File: config.mk
export PLATFORM = sky130hd
export DESIGN_NAME = simpsons_stimulus
export DESIGN_NICKNAME = d
export VERILOG_FILES = /design/src/rtl/simpsons_stimulus.sv
export SDC_FILE = /design/constraint.sdc
export NUM_CORES = 1
export LEC_CHECK = 0
export ABC_AREA = 1
export CAP_MARGIN = 20
export CORE_ASPECT_RATIO = 1.4
export CORE_MARGIN = 5
export CORE_UTILIZATION = 25
export CTS_BUF_LIST = sky130_fd_sc_hd__clkbuf_4 sky130_fd_sc_hd__clkbuf_8
export DETAILED_ROUTE_END_ITERATION = 6
export DONT_BUFFER_PORTS = 1
export GPL_TIMING_DRIVEN = 0
export PLACE_DENSITY = 0.35
export SETUP_SLACK_MARGIN = 0.2
export SYNTH_ARGS = -nofsm -noshare
export SYNTH_HDL_FRONTEND = slang
export SYNTH_SLANG_ARGS = --single-unit
File: constraint.sdc
create_clock -name i_clk -period 2.04 [get_ports i_clk]
set_clock_uncertainty 0.2 [all_clocks]
set_input_delay 0.51 -clock i_clk [delete_from_list [all_inputs] [get_ports i_clk]]
set_output_delay 0.51 -clock i_clk [all_outputs]
set_load 0.1 [all_outputs]
File: src/rtl/simpsons_stimulus.sv
// Gate-sensor pattern generator: plays Bart/Homer walk waveforms on the G bus
// and tracks the expected occupancy for comparison against simpsons_sensor.
module simpsons_stimulus #(
    parameter int DWELL_W = 8
) (
    input  logic               i_clk,
    input  logic               i_reset,
    input  logic               i_cmd_valid,
    output logic               o_cmd_ready,
    input  logic [1:0]         i_cmd,
    input  logic [DWELL_W-1:0] i_dwell,
    output logic [1:0]         o_g,
    output logic               o_busy,
    output logic               o_done,
    output logic [1:0]         o_exp_level
);

    // state | meaning
    // IDLE  | waiting for a command, G=00
    // PH1-4 | playing phase n of the latched pattern
    // CLR   | one-cycle model clear
    typedef enum logic [2:0] {
        IDLE, PH1, PH2, PH3, PH4, CLR
    } state_t;

    localparam logic [1:0] CMD_BART    = 2'd0;
    localparam logic [1:0] CMD_CLEAR   = 2'd3;
    localparam logic [1:0] LVL_NONE    = 2'd0;
    localparam logic [1:0] LVL_BART    = 2'd1;
    localparam logic [1:0] LVL_HOMER   = 2'd2;

    state_t             r_state;
    logic [1:0]         r_cmd;
    logic [DWELL_W-1:0] r_dwell;
    logic [DWELL_W-1:0] r_cnt;
    logic [1:0]         r_g;
    logic               r_busy;
    logic               r_done;
    logic [1:0]         r_exp;

    state_t             w_next;
    logic               w_last;

    function automatic logic [1:0] phase_g(input logic [1:0] cmd, input state_t st);
        logic [1:0] g;
        g = 2'b00;
        case (st)
            PH1:     g = (cmd == CMD_BART) ? 2'b01 : 2'b10;
            PH2:     g = (cmd == 2'd2) ? 2'b11 : 2'b00;
            PH3:     g = 2'b01;
            default: g = 2'b00;
        endcase
        return g;
    endfunction

    always_comb begin
        w_next = IDLE;
        case (r_state)
            PH1:     w_next = PH2;
            PH2:     w_next = PH3;
            PH3:     w_next = PH4;
            default: w_next = IDLE;
        endcase
    end

    // Bart is a two-phase walk; the Homer walks run all four phases.
    assign w_last = (r_state == PH4) || ((r_state == PH2) && (r_cmd == CMD_BART));

    always_ff @(posedge i_clk or posedge i_reset) begin
        if (i_reset) begin
            r_state <= IDLE;
            r_cmd   <= 2'd0;
            r_dwell <= '0;
            r_cnt   <= '0;
            r_g     <= 2'b00;
            r_busy  <= 1'b0;
            r_done  <= 1'b0;
            r_exp   <= LVL_NONE;
        end else begin
            r_done <= 1'b0;
            case (r_state)
                IDLE: begin
                    if (i_cmd_valid) begin
                        r_cmd   <= i_cmd;
                        r_dwell <= i_dwell;
                        r_cnt   <= i_dwell;
                        r_busy  <= 1'b1;
                        if (i_cmd == CMD_CLEAR) begin
                            r_state <= CLR;
                            r_g     <= 2'b00;
                        end else begin
                            r_state <= PH1;
                            r_g     <= phase_g(i_cmd, PH1);
                        end
                    end
                end
                CLR: begin
                    r_state <= IDLE;
                    r_busy  <= 1'b0;
                    r_done  <= 1'b1;
                    r_exp   <= LVL_NONE;
                end
                default: begin
                    if (r_cnt != '0) begin
                        r_cnt <= r_cnt - 1'b1;
                    end else if (w_last) begin
                        r_state <= IDLE;
                        r_busy  <= 1'b0;
                        r_done  <= 1'b1;
                        r_g     <= 2'b00;
                        r_exp   <= r_exp ^ ((r_cmd == CMD_BART) ? LVL_BART : LVL_HOMER);
                    end else begin
                        r_state <= w_next;
                        r_g     <= phase_g(r_cmd, w_next);
                        r_cnt   <= r_dwell;
                    end
                end
            endcase
        end
    end

    assign o_cmd_ready = ~r_busy;
    assign o_g         = r_g;
    assign o_busy      = r_busy;
    assign o_done      = r_done;
    assign o_exp_level = r_exp;

endmodule

==> results of run 1 <==
power by group through the flow:
stage / Clock (uW) / Sequential, uW / Combinational [uW]
2_1_floorplan: 0 / 1340 / 1370
3_3_place_gp: 0 / 1410 / 1720
3_5_place_dp: 0 / 1400 / 1710
4_1_cts: 349 / 1400 / 1730
5_1_grt: 370 / 1450 / 1990
6_report: 331 / 1410 / 1730
metal layers:
metal,wire [microns],vias to the layer above
li1,-,758
met1,1762,636
met2,2336,23
met3,125,14
met4,211,0
met5,0,-
state kept, by name (all words and copies together), names as in the netlist:
register	flops
r_cnt	8
r_dwell	8
r_state	3
o_exp_level	2
o_g	2
r_cmd	2
o_busy	1
o_done	1
through the flow:
step | instances | setup TNS, ps | utilization (%)
2_1_floorplan | 242 | 0 | -
3_3_place_gp | 334 | 0 | 27.51
3_5_place_dp | 335 | 0 | 27.93
4_1_cts | 340 | -120.8 | 28.99
5_1_grt | 341 | -143.8 | 29.29
6_report | 341 | -106.2 | 29.29
cell usage in the layout (no fill, tap or decap), types with 3 or more instances in the layout:
| cell | count |
|---|---|
| nand2_1 | 91 |
| inv_1 | 23 |
| nand3_1 | 21 |
| dfrtp_1 | 21 |
| nor2_1 | 19 |
| o21ai_0 | 10 |
| nor2_2 | 9 |
| inv_2 | 7 |
| dfrtp_2 | 5 |
| nand2_2 | 3 |
| nand2_4 | 3 |
| xor2_1 | 3 |
| buf_4 | 3 |
| o21ai_1 | 3 |
| ha_1 | 3 |
| clkbuf_8 | 3 |
Yosys cell counts:
| master | number | area share, % |
|---|---|---|
| inv_4 | 1 | 0.37 |
| o21ai_2 | 1 | 0.52 |
| nor2_1 | 21 | 4.6 |
| nand2_2 | 3 | 1.1 |
| nand3b_1 | 2 | 0.88 |
| xor2_1 | 3 | 1.5 |
| nand3_1 | 21 | 6.2 |
| ha_1 | 4 | 2.9 |
| dfrtp_1 | 27 | 40 |
| nand3_2 | 2 | 1.2 |
| inv_2 | 5 | 1.1 |
| buf_4 | 2 | 0.88 |
| inv_1 | 26 | 5.8 |
| or2_0 | 1 | 0.37 |
| buf_6 | 1 | 0.66 |
| nor2_2 | 7 | 2.6 |
| nand4_1 | 2 | 0.74 |
| o21ai_1 | 3 | 0.88 |
| and2_1 | 1 | 0.37 |
| nand2_1 | 91 | 20 |
| a21oi_1 | 2 | 0.59 |
| nand2_4 | 3 | 2.0 |
| a22oi_1 | 1 | 0.44 |
| o21ai_0 | 10 | 2.9 |
| nor2_4 | 2 | 1.3 |
path summary, 6_finish.rpt:
path                                to  slack [ps]  depth (start not counted)
max in group asynchronous       o_g[1]         730                          3
max reg2reg                     o_g[1]         340                          9
min reg2reg                 r_dwell[4]         280                          2
max                        o_cmd_ready        -110                          1
min in group asynchronous       o_busy         450                          2
min                         r_dwell[3]         150                          2
final cells by class:
cell class	count	area, sq um	share of cell area (%)
repair buffers	3	45.04	2.326
inverters	32	126.4	6.525
multi-input cells	180	889.6	45.93
plain buffers	3	26.28	1.357
flip-flops and latches	27	685.7	35.40
clock buffers	4	48.80	2.519
well taps	92	115.1	5.943
cells by family after synthesis:
group                    count (synthesis)  synth area share (%)
buffers and inverters                   35                 8.776
flip-flops                              27                 39.82
AND/OR/NAND/NOR                        156                 41.52
AO/OA/AOI/OAI                           17                 5.384
adder cells (fa/ha/maj)                  4                 2.950
XOR/XNOR                                 3                 1.549
timing repair:
item	CTS	global route
setup endpoints to repair	12	12
hold endpoints to repair	7	0
pin swaps	1	2
cloned	0	0
buffers inserted	0	1
hold buffers	1	0
gates resized for setup	7	4
==> impl_metrics.yaml, run 1 <==
floorplanning:
  ios: 20
  num_rows: 35
  die_y_microns: 107.5
  die_width_microns: 79.63
  die_area_sq_um: 8558
  core_area_sq_um: 6613
  start_util_pct: 25.66
clock_tree:
  clock_latency_ps: 270
  cts_max_level: 1
  cts_tree: "done"
  clockBufferDepth: 2
  cts_buffers: 3
  clk_pin_slew_ps: 100
  clkSinkCount: 27
  clockRootBuffer: "clkbuf_8"
sta:
  slew_headroom_pct: 65.41
  setup_violations: 1
  setup_ws_ps: -106.2
  finalCritPeriodShare_pct: 105.2
  finalHoldViolCount: 0
  worstMarginPinSlew_ps: 518.8
  final-max-slew-violation-count: 0
  fin_crit_ps: 2146
  rsz0062_at_grt: "true"
  hold_ws_ps: 145.8
  max_freq_mhz: 465.9
worst_setup_path:
  crit_arrival_ps: 1440
  path_max_fanout: 3
  reg2reg_from: "r_cnt[0]"
  critPathLaunchType: "flip-flop"
  end_kind: "output port"
  crit_path_start: "o_busy"
  max_stage_delay_ps: 650
  crit_chain: "clkinvlp_4"
  cp_num_buf_inv: 1
  required_ps: 1330
  crit_family: "flip-flops"
  crit_slowest_cell: "dfrtp_4"
  crit_type: "reg2out"
synth:
  syn-num-nets: 259
  yosys_warnings: 0
  synth_cells: 242
  syn-mean-instance-area_sq_um: 7.011
  ys_seq_area_share_pct: 39.82
  synth.distinct_cells: 25
  ys_seq_elements: 27
  synth_area_sq_um: 1697
drt:
  first_pass_iters: 4
  drc: 0
  vias: 1431
  drt-initial-drc-count: 51
  route.antenna.remaining_nets: 0
  wirelength_mm: 4.436
  wl_per_cell_microns: 13.01
  viasPerCell: 4.196
power:
  ir_drop_v: 0.0007036
  switching_share_pct: 55.09
  power_frac_clock_pct: 9.6
  p_int_uw: 1555
  p_seq_share_pct: 40.6
  p_per_area_nw_per_um2: 1788
  power.total_uw: 3463
  power.switching_uw: 1908
  power_leakage_uw: 0.0009812
  pwr-share-comb_pct: 49.8
layout:
  antenna_cells: 0
  layout-drive-gt1-share_pct: 18.07
  area_growth_pct: 14.16
  stdcell_area_sq_um: 1937
  n_fill_cell: 751
  fin_nets: 267
placed_design:
  dp_slack_ps: 166.4
  gp_congestion: 0.8467
  port_buffers: 0
  dpl_cell_area_sq_um: 1847
  hpwl_mm: 3.529
global_routing:
  grt_max_degree: 21
  antenna_found_initial: 0
  gr-total-overflow: 0
  grtUsageMet2_pct: 20.13
  gr-usage-met1_pct: 12.36
  grt_usage_pct: 11.20
  grtUsageMet3_pct: 1.759
  first_global_vias: 1507
  top_usage_layer: "met2"
  grt_first_pass_wirelength_mm: 7.410
min_path:
  min-delay-start: "i_dwell[3]"
  hp-class: "in2reg"
run_status:
  status: "complete, but fails checks"
  violations: "setup timing"
flow_run:
  maxCapViolations: 0
No activity file was read; power rests on OpenSTA's default activity.
==> run 2, diff against run 1 <==
Settings changed: ABC_AREA 1 to 0.
==> impl_metrics.yaml, run 2 <==
run_status:
  status: "complete, but fails checks"
  violations: "setup timing"
drt:
  vias: 1510
  wirelength_mm: 4.935
  wl_per_cell_microns: 16.90
  viasPerCell: 5.171
  drt-initial-drc-count: 35
  route.antenna.remaining_nets: 0
  first_pass_iters: 4
  drc: 0
sta:
  fin_crit_ps: 2174
  final-max-slew-violation-count: 0
  max_freq_mhz: 460.0
  finalHoldViolCount: 0
  worstMarginPinSlew_ps: 519.4
  rsz0062_at_grt: "true"
  slew_headroom_pct: 65.37
  setup_violations: 3
  finalCritPeriodShare_pct: 106.6
  setup_ws_ps: -133.7
synth:
  synth_async_sr_flop_share_pct: 100.0
  yosys.area.top_type_share_pct: 40.97
  synth_edf_count: 0
  yosys-top-cells-area: "dfrtp_1 41%, nand2_1 8.9%, a21oi_1 4.9%"
  yosys_warnings: 0
  synth_cells: 191
  synthTopCellsByCount: "39 x nand2_1, 27 x dfrtp_1, 16 x a21oi_1, 16 x o21ai_0, 15 x nor2_1"
  synth_area_leader_cell: "dfrtp_1"
  synth_most_common_cell: "nand2_1"
  synth_area_sq_um: 1649
  synth.distinct_cells: 46
  ys_dominant_reg_cell: "dfrtp_1"
  syn-mean-instance-area_sq_um: 8.634
  ys_seq_area_share_pct: 40.97
  syn-num-nets: 208
  ys_seq_elements: 27
clock_tree:
  cts_buffers: 3
  clockRootBuffer: "clkbuf_8"
  clk_pin_slew_ps: 110
  cts_max_level: 1
  clkSinkCount: 27
  clockBufferDepth: 2
  cts_tree: "done"
  clock_latency_ps: 280
worst_setup_path:
  crit_slowest_cell: "dfrtp_4"
  crit_chain: "clkinvlp_4"
  required_ps: 1330
  end_kind: "output port"
  crit_type: "reg2out"
  cp_num_buf_inv: 1
  crit_family: "flip-flops"
  critPathLaunchType: "flip-flop"
  crit_arrival_ps: 1460
  path_max_fanout: 3
  max_stage_delay_ps: 650
power:
  ir_drop_v: 0.0003792
  p_per_area_nw_per_um2: 1202
  power.total_uw: 2663
  power_leakage_uw: 0.0009351
layout:
  fin_nets: 236
  n_fill_cell: 705
  area_growth_pct: 34.37
  reg_top3: "r_cnt x8, r_dwell x8, r_state x3"
  layout_commonest_cell: "nand2_1"
  antenna_cells: 0
  final_cells: 292
  layout-drive-gt1-share_pct: 36.70
  final_cell_mix: "34 x nand2_1, 20 x dfrtp_1, 15 x buf_6"
global_routing:
  grt_usage_pct: 12.50
  gr-total-overflow: 0
  first_global_vias: 1593
  grt_first_pass_wirelength_mm: 8.135
  grt_max_degree: 19
  antenna_found_initial: 0
floorplanning:
  start_util_pct: 25.27
  core_area_sq_um: 6525
  die_y_microns: 106.1
  ios: 20
  die_width_microns: 78.64
  num_rows: 35
  die_area_sq_um: 8343
placed_design:
  dp_slack_ps: -240.5
  port_buffers: 0
  hpwl_mm: 3.334
  dp_cells: 266
  gp_congestion: 0.7954
flow_run:
  maxCapViolations: 0
min_path:
  hp-class: "in2reg"
## run 2: cell count changes after synthesis, moves of 5 or more
cell | previous run | this run
o21ai_0 | 10 | 16
nor2_2 | 7 | 0
nand3_1 | 21 | 3
inv_1 | 26 | 8
nor2_1 | 21 | 15
inv_2 | 5 | 0
nand2_1 | 91 | 39
a21oi_1 | 2 | 16
## run 2: worst paths after layout
kind	from	to	slack, ps	cells past startpoint
worst min-delay path	i_dwell[7]	r_dwell[7]	120	2
worst max-delay path	o_busy	o_cmd_ready	-130	1
worst min register to register	r_dwell[0]	r_dwell[0]	280	2
min in group asynchronous	i_reset	o_exp_level[1]	460	2
max in group asynchronous	i_reset	r_cmd[0]	720	3
worst max register to register	r_cnt[0]	r_cnt[3]	-30	9
## run 2: through the flow
step                setup TNS, ps  area, sq um  hold slack [ps]  utilization (%)
detailed placement          -1609         1792            250.6            27.46
finish                     -170.6         2216            118.5            33.96
floorplan                       0         1672            240.4                -
CTS                        -152.2         2128            110.5            32.62
global placement            -1631         1764            252.5            27.04
global route               -766.1         2216            106.9            33.96
## run 2: metal layers
layer | track usage, % | routed length, microns | up-vias
met1 | 14.17 | 2058 | 756
met2 | 23.27 | 2668 | 23
met5 | 0 | 0 | -
met3 | 1.356 | 127 | 6
met4 | 5.125 | 80 | 0
li1 | - | - | 725
## run 2: kinds of logic after synthesis
group,synth area share [%]
multiplexers,1.214
buffers and inverters,6.221
flip-flops,40.97
AND/OR/NAND/NOR,25.87
adder cells (fa/ha/maj),3.035
AO/OA/AOI/OAI,22.69
## run 2: area by class of cell
type	count	area, sq um	area share, %
flip-flops and latches	27	686.9	31.00
inverters	8	33.78	1.525
clock buffers	3	41.29	1.863
well taps	74	92.59	4.178
repair buffers	23	236.5	10.67
clock inverters	1	5.005	0.2259
plain buffers	9	82.58	3.727
multi-input cells	147	1037	46.81
## run 2: power breakdown
group / total (uW) / internal [uW] / switching, uW
clock network: 338 / 138 / 201
logic: 1130 / 546 / 582
registers: 1200 / 756 / 441
## run 2: timing repair
| action | in CTS | in global routing |
|---|---|---|
| buffers inserted | 15 | 4 |
| gates cloned | 2 | 0 |
| pin swaps | 15 | 10 |
| setup endpoints to repair | 33 | 28 |
| gates resized for setup | 46 | 21 |
| hold buffers | 1 | 0 |
| endpoints found under the hold margin | 9 | 0 |
==> run 3, diff against run 2 <==
Settings changed: SETUP_SLACK_MARGIN 0.2 to 0.5.
==> impl_metrics.yaml, run 3 (synthesized netlist as in run 2, its figures left out) <==
run_status:
  status: "complete, but fails checks"
  violations: "setup timing"
drt:
  first_pass_iters: 4
  drt-initial-drc-count: 55
  wirelength_mm: 5.415
  route.antenna.remaining_nets: 0
  wl_per_cell_microns: 17.87
  viasPerCell: 5.330
  vias: 1615
  drc: 0
layout:
  layout_commonest_cell: "dfrtp_1"
  final_cell_mix: "20 x dfrtp_1, 18 x buf_6, 17 x nand2_2"
  area_growth_pct: 54.86
  antenna_cells: 0
  fin_nets: 247
  utilization_pct: 39.14
  layout-drive-gt1-share_pct: 51.53
  stdcell_area_sq_um: 2554
  reg_top3: "r_cnt x8, r_dwell x8, r_state x3"
  n_fill_cell: 652
worst_setup_path:
  worst_r2r_path_depth: 8
  crit_slowest_cell: "dfrtp_4"
  reg2reg_from: "r_cnt[1]"
  cp_num_buf_inv: 1
  r2r_end: "o_g[1]"
  endpoint: "o_cmd_ready"
  crit_arrival_ps: 1460
  crit_type: "reg2out"
  critPathLaunchType: "flip-flop"
  path_max_fanout: 3
  max_stage_delay_ps: 650
  end_kind: "output port"
  crit_chain: "clkinvlp_4"
  required_ps: 1330
  r2r_slack_ps: 20
  path_depth: 1
  crit_path_start: "o_busy"
  crit_family: "flip-flops"
sta:
  worstMarginPinSlew_ps: 510.8
  finalCritPeriodShare_pct: 106.5
  final-max-slew-violation-count: 0
  setup_ws_ps: -133.2
  fin_crit_ps: 2173
  rsz0062_at_grt: "true"
  setup_violations: 1
  finalHoldViolCount: 0
  slew_headroom_pct: 65.87
  hold_ws_ps: 115.7
  max_freq_mhz: 460.1
power:
  power.total_uw: 2918
  switching_share_pct: 45.42
  power.switching_uw: 1325
  power_frac_clock_pct: 11.8
  power_leakage_uw: 0.001101
  p_int_uw: 1593
  ir_drop_v: 0.0003615
  pwr-share-comb_pct: 44.9
  p_per_area_nw_per_um2: 1143
  p_seq_share_pct: 43.3
clock_tree:
  clockBufferDepth: 2
  clk_pin_slew_ps: 110
  clkSinkCount: 27
  cts_buffers: 3
  clockRootBuffer: "clkbuf_8"
  clock_latency_ps: 280
  cts_tree: "done"
  cts_max_level: 1
floorplanning:
  core_area_sq_um: 6525
  ios: 20
  num_rows: 35
  die_area_sq_um: 8343
  die_width_microns: 78.64
  start_util_pct: 25.27
  die_y_microns: 106.1
global_routing:
  gr-total-overflow: 0
  antenna_found_initial: 0
  grt_usage_pct: 13.76
  grt_max_degree: 20
  first_global_vias: 1683
  grt_first_pass_wirelength_mm: 8.797
placed_design:
  dp_slack_ps: -214.6
  port_buffers: 0
  hpwl_mm: 3.375
  dpl_cell_area_sq_um: 1798
  gp_congestion: 0.7479
min_path:
  min-delay-start: "i_dwell[6]"
  hp-class: "in2reg"
flow_run:
  maxCapViolations: 0
[run 3: power by group through the flow]
stage	clock [uW]	combinational [uW]	sequential (uW)
3_5_place_dp	0	886	1190
3_3_place_gp	0	870	1190
4_1_cts	357	1220	1230
6_report	344	1310	1260
5_1_grt	386	1450	1300
2_1_floorplan	0	722	1120
[run 3: what timing repair did]
| item | 4_1_cts | 5_1_grt |
|---|---|---|
| gates cloned | 2 | 0 |
| hold buffers | 1 | 0 |
| setup endpoints to repair | 34 | 34 |
| pin swaps | 35 | 16 |
| gates resized for setup | 95 | 25 |
| buffers inserted | 26 | 4 |
| endpoints found under the hold margin | 8 | 0 |
[run 3: routing by layer]
layer  routed length (microns)  track usage, %  share of wire (%)
met1                      2051           14.64                 38
met2                      2969           25.33                 55
met3                       117           1.780                2.2
met4                       278           8.125                5.1
met5                         0               0                  0
[run 3: worst min path at each step]
stage	to	slack [ps]	depth (start not counted)
3_5_place_dp	r_state[0]	240	1
2_1_floorplan	r_dwell[3]	240	2
6_report	r_dwell[6]	120	2
5_1_grt	r_dwell[1]	110	2
3_3_place_gp	r_dwell[0]	250	2
4_1_cts	r_dwell[3]	120	2
[run 3: layout make-up]
| cell class | instances | area [sq um] | area share, % |
|---|---|---|---|
| multi-input combinational | 147 | 1195 | 46.79 |
| sequential | 27 | 699.4 | 27.39 |
| timing repair buffer | 34 | 374.1 | 14.65 |
| buffer | 9 | 110.1 | 4.312 |
| tap | 74 | 92.59 | 3.626 |
| clock buffer | 4 | 48.80 | 1.911 |
| inverter | 8 | 33.78 | 1.323 |
[run 3: metrics by stage]
stage	instances	TNS, ps
2_1_floorplan	191	0
3_3_place_gp	265	-1590
3_5_place_dp	266	-1497
4_1_cts	299	-145.3
5_1_grt	303	-533.4
6_report	303	-133.2
